===== src/rtl/ds_link_pkg.sv =====
// Shared types and defaults for the DS link exchange-level controller.
// Holds state/mode encodings, credit and timing defaults, error bit indices.
package ds_link_pkg;

    typedef enum logic [2:0] {
        ST_ERR_RESET    = 3'd0,
        ST_WAIT_IN_STOP = 3'd1,
        ST_READY        = 3'd2,
        ST_STARTED      = 3'd3,
        ST_CONNECTING   = 3'd4,
        ST_RUN          = 3'd5
    } link_state_t;

    typedef enum logic [1:0] {
        TX_OFF      = 2'd0,
        TX_NULL     = 2'd1,
        TX_NULL_FCT = 2'd2,
        TX_RUN      = 2'd3
    } tx_mode_t;

    localparam int DEF_T_STOP     = 640;
    localparam int DEF_T_START    = 1280;
    localparam int DEF_FCT_CREDIT = 8;
    localparam int DEF_MAX_CREDIT = 56;
    localparam int TMR_W          = 11;
    localparam int CRED_W         = 7;

    localparam int ERR_PAR    = 0;
    localparam int ERR_ESC    = 1;
    localparam int ERR_DISC   = 2;
    localparam int ERR_CREDIT = 3;

    function automatic tx_mode_t mode_of(link_state_t s);
        tx_mode_t m;
        m = TX_OFF;
        unique case (s)
            ST_STARTED:    m = TX_NULL;
            ST_CONNECTING: m = TX_NULL_FCT;
            ST_RUN:        m = TX_RUN;
            default:       m = TX_OFF;
        endcase
        return m;
    endfunction

endpackage


===== src/rtl/ds_link_timer.sv =====
// Loadable down-counter for state dwell times and timeouts.
// Ports: clk, rst, load, load_val -> value, expired (last counted cycle).
module ds_link_timer
    import ds_link_pkg::*;
#(
    parameter int W       = TMR_W,
    parameter int RST_VAL = DEF_T_STOP
) (
    input  logic         clk,
    input  logic         rst,
    input  logic         load,
    input  logic [W-1:0] load_val,
    output logic [W-1:0] value,
    output logic         expired
);

    always_ff @(posedge clk) begin
        if (rst) begin
            value <= W'(RST_VAL);
        end else if (load) begin
            value <= load_val;
        end else if (value != '0) begin
            value <= value - W'(1);
        end
    end

    // A load of N yields exactly N cycles before the owner acts on expiry.
    assign expired = (value == W'(1));

endmodule


===== src/rtl/ds_link_ctrl.sv =====
// Exchange-level controller for one DS link: start-up FSM and credits.
// Ports: link controls, decoder/encoder event pulses -> rx/tx control, state, errors.
module ds_link_ctrl
    import ds_link_pkg::*;
#(
    parameter int T_STOP_CYCLES  = DEF_T_STOP,
    parameter int T_START_CYCLES = DEF_T_START,
    parameter int FCT_CREDIT     = DEF_FCT_CREDIT,
    parameter int MAX_CREDIT     = DEF_MAX_CREDIT
) (
    input  logic       clk,
    input  logic       rst,
    input  logic       link_start,
    input  logic       link_disable,
    input  logic       auto_start,
    input  logic       err_clr,
    input  logic       rx_got_null,
    input  logic       rx_got_fct,
    input  logic       rx_got_nchar,
    input  logic       rx_err_par,
    input  logic       rx_err_esc,
    input  logic       rx_err_disc,
    input  logic [6:0] rx_fifo_space,
    input  logic       tx_nchar_sent,
    input  logic       tx_fct_ack,
    output logic       rx_enable,
    output logic [1:0] tx_mode,
    output logic       tx_fct_req,
    output logic       tx_credit_ok,
    output logic [2:0] link_state,
    output logic [3:0] err_flags
);

    localparam logic [CRED_W-1:0] FCT  = CRED_W'(FCT_CREDIT);
    localparam logic [CRED_W-1:0] MAXC = CRED_W'(MAX_CREDIT);
    localparam logic [TMR_W-1:0]  TSTP = TMR_W'(T_STOP_CYCLES);
    localparam logic [TMR_W-1:0]  TSTA = TMR_W'(T_START_CYCLES);

    link_state_t       state, nxt;
    logic              null_seen, null_now, null_nxt;
    logic [CRED_W-1:0] tx_credit, tx_nxt, tx_sum;
    logic [CRED_W-1:0] rx_out, rx_nxt, rx_need;
    logic              active, disc_hit, rx_err_any;
    logic              tx_ovf, rx_unf, cred_err, dis_hit;
    logic [3:0]        err_set;
    logic              tmr_load, tmr_exp;
    logic [TMR_W-1:0]  tmr_val, tmr_ld_val;
    logic              req_nxt, ok_nxt;

    ds_link_timer #(
        .W       (TMR_W),
        .RST_VAL (T_STOP_CYCLES)
    ) u_timer (
        .clk      (clk),
        .rst      (rst),
        .load     (tmr_load),
        .load_val (tmr_ld_val),
        .value    (tmr_val),
        .expired  (tmr_exp)
    );

    always_comb begin
        active     = (state != ST_ERR_RESET);
        null_now   = null_seen | rx_got_null;
        // A disconnect before any NULL is just the line not yet alive.
        disc_hit   = rx_err_disc & null_seen;
        rx_err_any = rx_err_par | rx_err_esc | disc_hit;
        tx_sum     = tx_credit + FCT;
        tx_ovf     = rx_got_fct && (tx_sum > MAXC);
        rx_unf     = rx_got_nchar && (rx_out == '0);
        cred_err   = active && (tx_ovf || rx_unf);
        dis_hit    = link_disable &&
                     !(state inside {ST_ERR_RESET, ST_WAIT_IN_STOP});
        err_set    = '0;
        if (active) begin
            err_set[ERR_PAR]    = rx_err_par;
            err_set[ERR_ESC]    = rx_err_esc;
            err_set[ERR_DISC]   = disc_hit;
            err_set[ERR_CREDIT] = cred_err;
        end

        nxt = state;
        if (active && (rx_err_any || cred_err || dis_hit)) begin
            nxt = ST_ERR_RESET;
        end else begin
            unique case (state)
                ST_ERR_RESET:
                    if (tmr_exp) nxt = ST_WAIT_IN_STOP;
                ST_WAIT_IN_STOP:
                    if (rx_got_fct || rx_got_nchar) nxt = ST_ERR_RESET;
                    else if (tmr_exp) nxt = ST_READY;
                ST_READY:
                    if ((link_start && !link_disable) ||
                        (auto_start && null_now))
                        nxt = ST_STARTED;
                ST_STARTED:
                    if (tmr_exp) nxt = ST_ERR_RESET;
                    else if (null_now) nxt = ST_CONNECTING;
                ST_CONNECTING:
                    if (tmr_exp || rx_got_nchar) nxt = ST_ERR_RESET;
                    else if (rx_got_fct) nxt = ST_RUN;
                ST_RUN:
                    nxt = ST_RUN;
                default:
                    nxt = ST_ERR_RESET;
            endcase
        end

        tx_nxt = tx_credit;
        if (rx_got_fct) tx_nxt = tx_ovf ? MAXC : tx_sum;
        if (tx_nchar_sent && tx_credit != '0) tx_nxt = tx_nxt - 1'b1;

        rx_nxt = rx_out;
        if (tx_fct_ack) rx_nxt = (rx_out > MAXC - FCT) ? MAXC : rx_out + FCT;
        if (rx_got_nchar && rx_out != '0) rx_nxt = rx_nxt - 1'b1;

        null_nxt = null_now;
        if (!active || nxt == ST_ERR_RESET) begin
            tx_nxt   = '0;
            rx_nxt   = '0;
            null_nxt = 1'b0;
        end

        rx_need = rx_nxt + FCT;
        req_nxt = (nxt == ST_CONNECTING || nxt == ST_RUN) &&
                  (rx_need <= MAXC) && (rx_fifo_space >= rx_need);
        ok_nxt  = (nxt == ST_RUN) && (tx_nxt != '0);

        tmr_load   = (nxt != state);
        tmr_ld_val = (nxt == ST_ERR_RESET) ? TSTP : TSTA;
    end

    always_ff @(posedge clk) begin
        if (rst) begin
            state        <= ST_ERR_RESET;
            null_seen    <= 1'b0;
            tx_credit    <= '0;
            rx_out       <= '0;
            rx_enable    <= 1'b0;
            tx_mode      <= TX_OFF;
            tx_fct_req   <= 1'b0;
            tx_credit_ok <= 1'b0;
            link_state   <= ST_ERR_RESET;
            err_flags    <= '0;
        end else begin
            state        <= nxt;
            null_seen    <= null_nxt;
            tx_credit    <= tx_nxt;
            rx_out       <= rx_nxt;
            rx_enable    <= (nxt != ST_ERR_RESET);
            tx_mode      <= mode_of(nxt);
            tx_fct_req   <= req_nxt;
            tx_credit_ok <= ok_nxt;
            link_state   <= nxt;
            err_flags    <= err_clr ? 4'b0 : (err_flags | err_set);
        end
    end

endmodule


===== config.mk =====
export PLATFORM = sky130hd
export DESIGN_NAME = ds_link_ctrl
export DESIGN_NICKNAME = d
export VERILOG_FILES = /design/src/rtl/ds_link_pkg.sv /design/src/rtl/ds_link_timer.sv /design/src/rtl/ds_link_ctrl.sv
export SDC_FILE = /design/constraint.sdc
export NUM_CORES = 1
export LEC_CHECK = 0
export ABC_AREA = 1
export ABC_CLOCK_PERIOD_IN_PS = 3670
export CAP_MARGIN = 40
export CORE_MARGIN = 1.5
export CORE_UTILIZATION = 55
export DETAILED_ROUTE_END_ITERATION = 12
export GPL_TIMING_DRIVEN = 0
export PLACE_DENSITY = 0.83
export SYNTH_ARGS = -nofsm -noshare
export SYNTH_HDL_FRONTEND = slang
export SYNTH_SLANG_ARGS = --single-unit

===== constraint.sdc =====
create_clock -name clk -period 3.67 [get_ports clk]
set_input_delay 0.734 -clock clk [delete_from_list [all_inputs] [get_ports clk]]
set_output_delay 0.734 -clock clk [all_outputs]
set_load 0.03 [all_outputs]

==> metrics.cfg <==
[status]
status = finished clean

[floorplan]
rows = 24
die_height_um = 71.9
die_x_um = 71.9
start_util_pct = 58.4
ios = 33
die_area_um2 = 5170
fp.coreArea_um2 = 4470

[detailed_routing]
ant_nets = 0
dr.pass1.iters = 4
routedWlPerCell_um = 12.0
drt_iter0_markers = 138
drc_errors = 0
route.vias.total = 2444
via_per_inst = 5.30
wl_um = 5560

[global_route]
antenna_found_initial = 0
gr-total-overflow = 0
grt_pass1_wl_um = 9330
grt_start_max_net_pins = 14
grt_use_total_pct = 22.7
grt_pass1_vias = 2194

[timing]
fmax_ghz = 0.303
tightest_slew_ns = 0.502
setup_viol = 0
fin_ws_ns = 0.369
rsz0062_at_grt = no
fin_crit_ns = 3.30
slew_violations = 0
hold_viol = 0
fin_tns_setup_ns = 0
period_share_pct = 90.0
skew_ns = 0.00510
slew_headroom_pct = 66.6

[cts]
clk_pin_slew_worst_paths_ns = 0.08
cts.sinks = 38
cts_buffers = 5
cts-htree-levels = 2
cts_tree = built
cts_max_path_buffers = 2
clk_latency_ns = 0.30
cts-root-buf = clkbuf_8

[logic_synthesis]
async_flop_share_pct = 0
ys_seq_area_share_pct = 29.1
post-synth-top-count-cell = nand2_1
synth-seq-cells = 38
synth_mux_area_share_pct = 0
synth_cell_type_count = 45
ys_warn_count = 0
synthFlopType = dfxtp_1
synth_area_um2 = 2610
synth_xor_area_share_pct = 6.32
synth-compound-area-share_pct = 11.1
syn-num-nets = 404
synth_top_family_by_area = simple AND/OR/NAND/NOR gates
synth_area_leaders = dfxtp_1 29%, nand2_1 9.5%, nor2_1 8.5%
syn_inst = 368
synth-simple-area-share_pct = 39.0
synth_top_area_cell = dfxtp_1
synth_top_area_share_pct = 29.1
synth_edf_count = 0
synth_fa_ha_area_share_pct = 7.18
syn-mean-instance-area_um2 = 7.10
synth_common_cells = 66 x nand2_1, 59 x nor2_1, 41 x inv_1

[setup_path]
arrival_ns = 3.50
worstSetupStartpointType = input port
slowest_delay_ns = 0.41
cp_max_fo = 10
path_class = in -> reg
slowest_stage = clkdlybuf4s50_1
crit_path_end_kind = register
path_cells = clkdlybuf4s50_1 -> buf_2 -> or2_2 -> nand3_1 -> nand4_4 -> nand2_4 -> a21oi_4 -> nand2_1 -> inv_1 -> ha_1 -> inv_1 -> a21boi_0 -> o21a_1 -> o21ai_0 -> nand2_1 -> a21o_1 -> nor3_1 -> nor2_1 -> nand3_1 -> a21oi_1
required_ns = 3.86

[hold_path]
hold_path.class = reg -> reg

[pwr]
p_seq_share_pct = 49.8
leakage_nw = 1.39
power_frac_comb_pct = 17.4
power.switching_mw = 0.267
ir_drop_uv = 246
switching_share_pct = 29.5
p_clk_share_pct = 32.9
internal_power_mw = 0.639
p_per_area_nw_per_um2 = 293

[placement]
dp_hpwl_um = 4260
place_congestion = 0.902
port_buffers = 31
dp.cells = 451
dpl_worst_slack_ns = -0.102

[layout]
utilization_pct = 69.1
diodes = 0
layout-drive-gt1-share_pct = 13.4
area_growth_pct = 18.4
stdcell_count = 461
fin_nets = 444

[flow_run]
cap_violations = 0

[sequential cells by signal, summed over array words and instances, names as in the netlist]
register,flops
rx_out,7
tx_mode,2
tx_credit,7
tx_credit_ok,1
err_flags,4
rx_enable,1
u_timer.value,11
state,3
null_seen,1
tx_fct_req,1
[layout make-up]
cell class              count  area (µm²)
clock buffers               5        68.8
inverters                  46         173
clock inverters             3        21.3
plain buffers               4        16.3
repair buffers             33         325
well taps                  52        65.1
flip-flops and latches     38         761
fillers                   406        1380
multi-input cells         280        1660
[cell usage in the layout, fill, tap and decap left out, drive strengths merged, types with 4 or more instances in the layout]
master / instances
clkdlybuf4s50: 31
clkbuf: 8
dfxtp: 38
inv: 45
nor2: 68
nand3: 31
xor2: 10
nor3: 9
xnor2: 8
o21ai: 18
nand2: 78
or2: 4
nand4: 6
a21oi: 13
ha: 15
[kinds of logic (layout without fill, tap and decap cells)]
group	Yosys count	count (layout)
buffers and inverters	50	91
DFF	38	38
AOI/OAI and AO/OA	44	44
xor gates and xnor gates	18	18
adders and majority gates	15	15
and+or+nand+nor	203	203
[worst max-delay path, delay by kind of cell]
kind            cells  cell delay [ns]
simple gates        9             1.11
buf+inv             4             0.72
compound gates      6             0.65
fa+ha+maj           1             0.26
[what timing repair did]
action	4_1_cts	5_1_grt
gates resized for setup	0	0
hold buffers	0	0
endpoints found under the setup margin	0	1
setup buffers	0	2
[path summary, 6_finish.rpt]
kind / from / to / slack (ns) / cells after the start
worst max register to register: tx_credit[3]$_SDFF_PP0_ / tx_fct_req$_SDFF_PP0_ / 0.41 / 23
worst min-delay path: err_flags[2]$_SDFF_PP0_ / err_flags[2]$_SDFF_PP0_ / 0.47 / 2
worst max-delay path: rx_got_fct / tx_fct_req$_SDFF_PP0_ / 0.37 / 20
worst min register to register: err_flags[2]$_SDFF_PP0_ / err_flags[2]$_SDFF_PP0_ / 0.47 / 2
[layer usage]
layer / track usage [%] / wire length (µm) / part of all wire, % / vias up
met5: 0 / 0 / 0 / -
met4: 7.97 / 100 / 1.8 / 0
met3: 4.58 / 270 / 4.9 / 13
met2: 38.9 / 2710 / 49 / 67
met1: 28.4 / 2470 / 45 / 1096
li1: - / - / - / 1268
[metrics by stage]
step           power [mW]  hold WS, ns  instance area (µm²)
2_1_floorplan       0.572        0.472                 2610
3_3_place_gp        0.612        0.447                 2990
3_5_place_dp        0.617        0.453                 2990
4_1_cts             0.914        0.471                 3080
5_1_grt             0.949        0.484                 3090
6_report            0.907        0.468                 3090
[power groups by stage]
stage | logic, mW | registers (mW) | clock network (mW)
floorplan | 0.114 | 0.457 | 0
global placement | 0.152 | 0.460 | 0
detailed placement | 0.156 | 0.461 | 0
CTS | 0.158 | 0.451 | 0.305
global route | 0.180 | 0.454 | 0.315
finish | 0.158 | 0.451 | 0.298
No activity file was read; power rests on OpenSTA's default activity.
